### src/rtl/seven_seg_scan_ctrl_pkg.sv
// Shared constants and helpers for the 4-digit seven-segment scan path.
// Digit count and widths match those used by the decoder and segment encoder.
package seven_seg_scan_ctrl_pkg;

  localparam int NUM_DIGITS = 4;
  localparam int DIGIT_W    = 4;
  localparam int SEL_W      = 2;
  localparam int VALUE_W    = NUM_DIGITS * DIGIT_W;

  typedef logic [SEL_W-1:0]   sel_t;
  typedef logic [DIGIT_W-1:0] digit_t;
  typedef logic [VALUE_W-1:0] value_t;
  typedef logic [NUM_DIGITS-1:0] dp_t;

  localparam sel_t LAST_SEL = sel_t'(NUM_DIGITS - 1);

  function automatic digit_t digit_of(input value_t v, input sel_t idx);
    return v[DIGIT_W*idx +: DIGIT_W];
  endfunction

endpackage

### src/rtl/seven_seg_scan_ctrl_scan_prescaler.sv
// Free-running divider: tick is high for one cycle out of every TICK_DIV.
// TICK_DIV=1 degenerates to a constant-high tick.
module scan_prescaler #(
  parameter int TICK_DIV = 100000
) (
  input  logic clk,
  input  logic reset,
  output logic tick
);

  localparam int CNT_W = (TICK_DIV > 1) ? $clog2(TICK_DIV) : 1;
  localparam logic [CNT_W-1:0] LAST = CNT_W'(TICK_DIV - 1);

  logic [CNT_W-1:0] count;

  assign tick = (count == LAST);

  always_ff @(posedge clk or posedge reset) begin
    if (reset) begin
      count <= '0;
    end else if (tick) begin
      count <= '0;
    end else begin
      count <= count + 1'b1;
    end
  end

endmodule

### src/rtl/seven_seg_scan_ctrl.sv
// Scans a 16-bit hex value across four digit slots; new values are accepted into
// a shadow register and only committed to the display at frame boundaries.
module seven_seg_scan_ctrl
  import seven_seg_scan_ctrl_pkg::*;
#(
  parameter int TICK_DIV      = 100000,
  parameter int BLANK_LEADING = 1
) (
  input  logic               clk,
  input  logic               reset,
  input  logic [VALUE_W-1:0] value_in,
  input  logic [NUM_DIGITS-1:0] dp_in,
  input  logic               value_valid,
  output logic               value_ready,
  output logic [SEL_W-1:0]   digit_sel,
  output logic [DIGIT_W-1:0] nibble,
  output logic               dp_out,
  output logic               blank,
  output logic               frame_done
);

  logic   tick;
  logic   shadow_full;
  value_t shadow_val;
  dp_t    shadow_dp;
  value_t display_reg;
  dp_t    dp_reg;

  logic   fb;
  logic   accept;
  logic   commit;
  sel_t   next_sel;
  value_t disp_next;
  dp_t    dp_next;

  // A digit is blank only if it and every digit above it are zero and its dp is off.
  function automatic logic blank_of(input value_t v, input dp_t dp, input sel_t idx);
    logic upper_zero;
    upper_zero = 1'b1;
    for (int i = 1; i < NUM_DIGITS; i++) begin
      if (i >= int'(idx) && v[DIGIT_W*i +: DIGIT_W] != '0) begin
        upper_zero = 1'b0;
      end
    end
    return (BLANK_LEADING != 0) && (idx != '0) && upper_zero && !dp[idx];
  endfunction

  scan_prescaler #(
    .TICK_DIV (TICK_DIV)
  ) u_prescaler (
    .clk   (clk),
    .reset (reset),
    .tick  (tick)
  );

  assign value_ready = ~shadow_full;
  assign fb          = tick & (digit_sel == LAST_SEL);
  assign accept      = value_valid & ~shadow_full;
  // Commit needs the shadow full before this edge, so a same-cycle accept never bypasses.
  assign commit      = fb & shadow_full;
  assign next_sel    = digit_sel + 1'b1;
  assign disp_next   = commit ? shadow_val : display_reg;
  assign dp_next     = commit ? shadow_dp  : dp_reg;

  always_ff @(posedge clk) begin
    if (accept) begin
      shadow_val <= value_in;
      shadow_dp  <= dp_in;
    end
  end

  always_ff @(posedge clk or posedge reset) begin
    if (reset) begin
      shadow_full <= 1'b0;
      display_reg <= '0;
      dp_reg      <= '0;
      digit_sel   <= '0;
      nibble      <= '0;
      dp_out      <= 1'b0;
      blank       <= 1'b0;
      frame_done  <= 1'b0;
    end else begin
      frame_done <= fb;
      if (accept) begin
        shadow_full <= 1'b1;
      end else if (commit) begin
        shadow_full <= 1'b0;
      end
      if (commit) begin
        display_reg <= shadow_val;
        dp_reg      <= shadow_dp;
      end
      // Slot outputs are registered alongside the index they belong to.
      if (tick) begin
        digit_sel <= next_sel;
        nibble    <= digit_of(disp_next, next_sel);
        dp_out    <= dp_next[next_sel];
        blank     <= blank_of(disp_next, dp_next, next_sel);
      end
    end
  end

endmodule
### config.mk
export PLATFORM = sky130hd
export DESIGN_NAME = seven_seg_scan_ctrl
export DESIGN_NICKNAME = d
export VERILOG_FILES = /design/src/rtl/seven_seg_scan_ctrl_pkg.sv /design/src/rtl/seven_seg_scan_ctrl_scan_prescaler.sv /design/src/rtl/seven_seg_scan_ctrl.sv
export SDC_FILE = /design/constraint.sdc
export NUM_CORES = 1
export LEC_CHECK = 0
export BUFFER_PORTS_ARGS = -buffer_cell sky130_fd_sc_hd__buf_2
export CORE_ASPECT_RATIO = 0.9
export CORE_MARGIN = 2
export CORE_UTILIZATION = 35
export CTS_CLUSTER_SIZE = 40
export DETAILED_ROUTE_END_ITERATION = 10
export GPL_TIMING_DRIVEN = 0
export HOLD_SLACK_MARGIN = 0.1
export PLACE_DENSITY_LB_ADDON = 0.05
export SLEW_MARGIN = 40
export SYNTH_ARGS = -nofsm -noshare
export SYNTH_HDL_FRONTEND = slang
export SYNTH_SLANG_ARGS = --single-unit
### constraint.sdc
create_clock -name clk -period 7.1 [get_ports clk]
set_clock_uncertainty 0.15 [all_clocks]
set_input_delay 1.42 -clock clk [delete_from_list [all_inputs] [get_ports clk]]
set_output_delay 1.42 -clock clk [all_outputs]
set_load 0.1 [all_outputs]
==> flow_summary.toml <==
[synthesis]
syn_area_um2 = 2907
ys_warn_count = 0
synth_fp_nets = 261
yosysTopAreaCell = "dfrtp_1"
syn_area_per_cell_um2 = 12.42
seq_area_frac_synth = 0.6113
synth.distinct_cells = 39
ys_ff_latch = 67
syn_inst = 234
synth_area_leaders = "dfrtp_1 40%, edfxtp_1 21%, nand2_1 6.7%"
synthArstFlopShare = 0.7015
synthFlopType = "dfrtp_1"
synth-edff-count = 20
synth_top_area_frac = 0.4046

[critical_path]
cp_data_required_time_ps = 7230
crit_arrival_ps = 3220
endpoint_kind = "flip-flop"
crit_type = "flip-flop to flip-flop"
crit_path_cell_trace = "or4b_4 -> nor4_2 -> and3_1 -> clkbuf_1 -> buf_1 -> nand2_1 -> nand2_1"
worstSetupStartpointType = "flip-flop"
crit_top_cell = "nand2_1"
cp_max_fo = 10
max_stage_delay_ps = 590
crit_slowest_cell = "or4b_4"

[clock_network]
htree_num_levels = 3
root_buffer = "clkbuf_8"
cts_resized = 0
clkSinkCount = 67
tritoncts = "built"
clk_latency_ps = 340
cts_buffers = 9
path_clk_slew_ps = 70
holdBufCountCts = 0
cts_max_path_buffers = 2
cts_setup_buffers = 0

[floorplanning]
start_util = 0.3603
die_w_um = 100.1
fp.dieArea_um2 = 9050
row_count = 31
io_pins = 33
fp.dieH_um = 90.45
core_um2 = 8068

[pwr]
leakage_nw = 1.611
powerDensity_nw_per_um2 = 206.9
ir_worst_vdd_v = 0.0001203

[timing]
fmax_ghz = 0.3227
worst_slack_ps = 4001
grt_setup_unrepaired = "false"
finalCritPeriodShare = 0.4365
hold_violations = 0
min_period_ps = 3099
relSlewSlack = 0.5692
tightest_slew_ps = 646.3
setup_viol = 0
setup_tns_ps = 0
maxSlewViolCount = 0

[layout]
antenna_cells = 0
drive_gt1_frac = 0.2113
final_nets = 306
ff_latch_area_um2 = 1777
syn_to_final_growth_pct = 17.61
largest_register_ff_count = 17
final_cell_mix = "52 x nand2_1, 47 x dfrtp_1, 32 x buf_2, 20 x edfxtp_1, 14 x nor2_1"
layout_commonest_cell = "nand2_1"
fin_area_um2 = 3418
multiInputGateArea_um2 = 1087
fillers = 794

[global_route]
grt_pass1_vias = 1973
grt.overflow.total = 0
grt_max_degree = 38
grt_first_pass_wirelength_um = 10070
grt_antenna_before_repair = 0
grt_use_total = 0.1462

[flow_run]
timing.max_cap.violations = 0

[detailed_routing]
vias = 1869
routed_via_density = 4.880
wl_per_cell_um = 15.36
firstDrtPassIters = 4
drt_iter0_drc = 43
drc_errors = 0
antenna_left = 0
wl_um = 5884

[placement]
pre_cts_ws_ps = 3971
globalplace.congestion = 0.7260
portBuffers = 32
dpl_cell_area_um2 = 3242
place_hpwl_um = 4166

[min_path]
hold_class = "flip-flop to flip-flop"

[outcome]
status = "finished, final reports clean"
critical path: cells and delay by family, from the launching register on:
family | cells | cell delay (ps)
simple gates | 5 | 1570
flops | 1 | 440
buf+inv | 2 | 860
layer usage:
metal | part of all wire | global-route usage | vias to the layer above
li1 | - | - | 922
met1 | 0.47 | 0.1852 | 912
met2 | 0.49 | 0.2382 | 27
met3 | 0.036 | 0.05495 | 8
met4 | 0.011 | 0.03425 | 0
met5 | 0 | 0 | -
power by group:
group	switching (mW)	leakage (nW)	internal, mW
clock network	0.138	0.0871	0.159
logic	0.00703	0.707	0.00561
registers	0.000000000000000119	0.817	0.397
worst paths after layout:
kind	start	end	slack (ps)	cells past startpoint
max	u_prescaler.count[5]	display_reg[8]	4000	7
min reg2reg	display_reg[2]	display_reg[2]	320	2
min in group asynchronous	reset	u_prescaler.count[8]	820	2
max in group asynchronous	reset	dp_reg[1]	5540	3
min	display_reg[2]	display_reg[2]	320	2
max reg2reg	u_prescaler.count[5]	display_reg[8]	4000	7
synth_stat cells (4+ instances only):
cell      instances
xnor2_1           8
nand3_1           6
nand2_1          52
edfxtp_1         20
nand4_1           4
inv_1             7
mux4_1            4
mux4_2            4
nor2_1           14
dfrtp_1          47
xor2_1            6
and3_1            6
mux2_2            5
clkbuf_1          4
nor4_1            6
ha_1              4
cell families after synthesis:
logic type	share of synthesized area
AOI/OAI and AO/OA	0.03099
adders and majority gates	0.01722
xor gates and xnor gates	0.04219
DFF	0.6113
buffers and inverters	0.01937
muxes	0.1020
and+or+nand+nor	0.1769
metrics by stage:
| step | cells | power (mW) | hold WS, ps | util |
|---|---|---|---|---|
| final | 383 | 0.7072 | 322.4 | 0.4237 |
| after global routing | 383 | 0.7370 | 354.3 | 0.4237 |
| after CTS | 383 | 0.7203 | 324.0 | 0.4237 |
| after detailed placement | 367 | 0.4185 | 305.0 | 0.4018 |
| after global placement | 365 | 0.4164 | 296.3 | 0.3955 |
| after floorplan | 234 | 0.4092 | 280.7 | - |
final cells by class:
type / instances / share of cell area
buffer: 7 / 0.007687
clock buffer: 12 / 0.03953
clock inverter: 4 / 0.01208
inverter: 8 / 0.009517
multi-input combinational: 152 / 0.3181
sequential: 67 / 0.5198
tap: 99 / 0.03624
timing repair buffer: 34 / 0.05710
No activity file was read; power rests on OpenSTA's default activity.
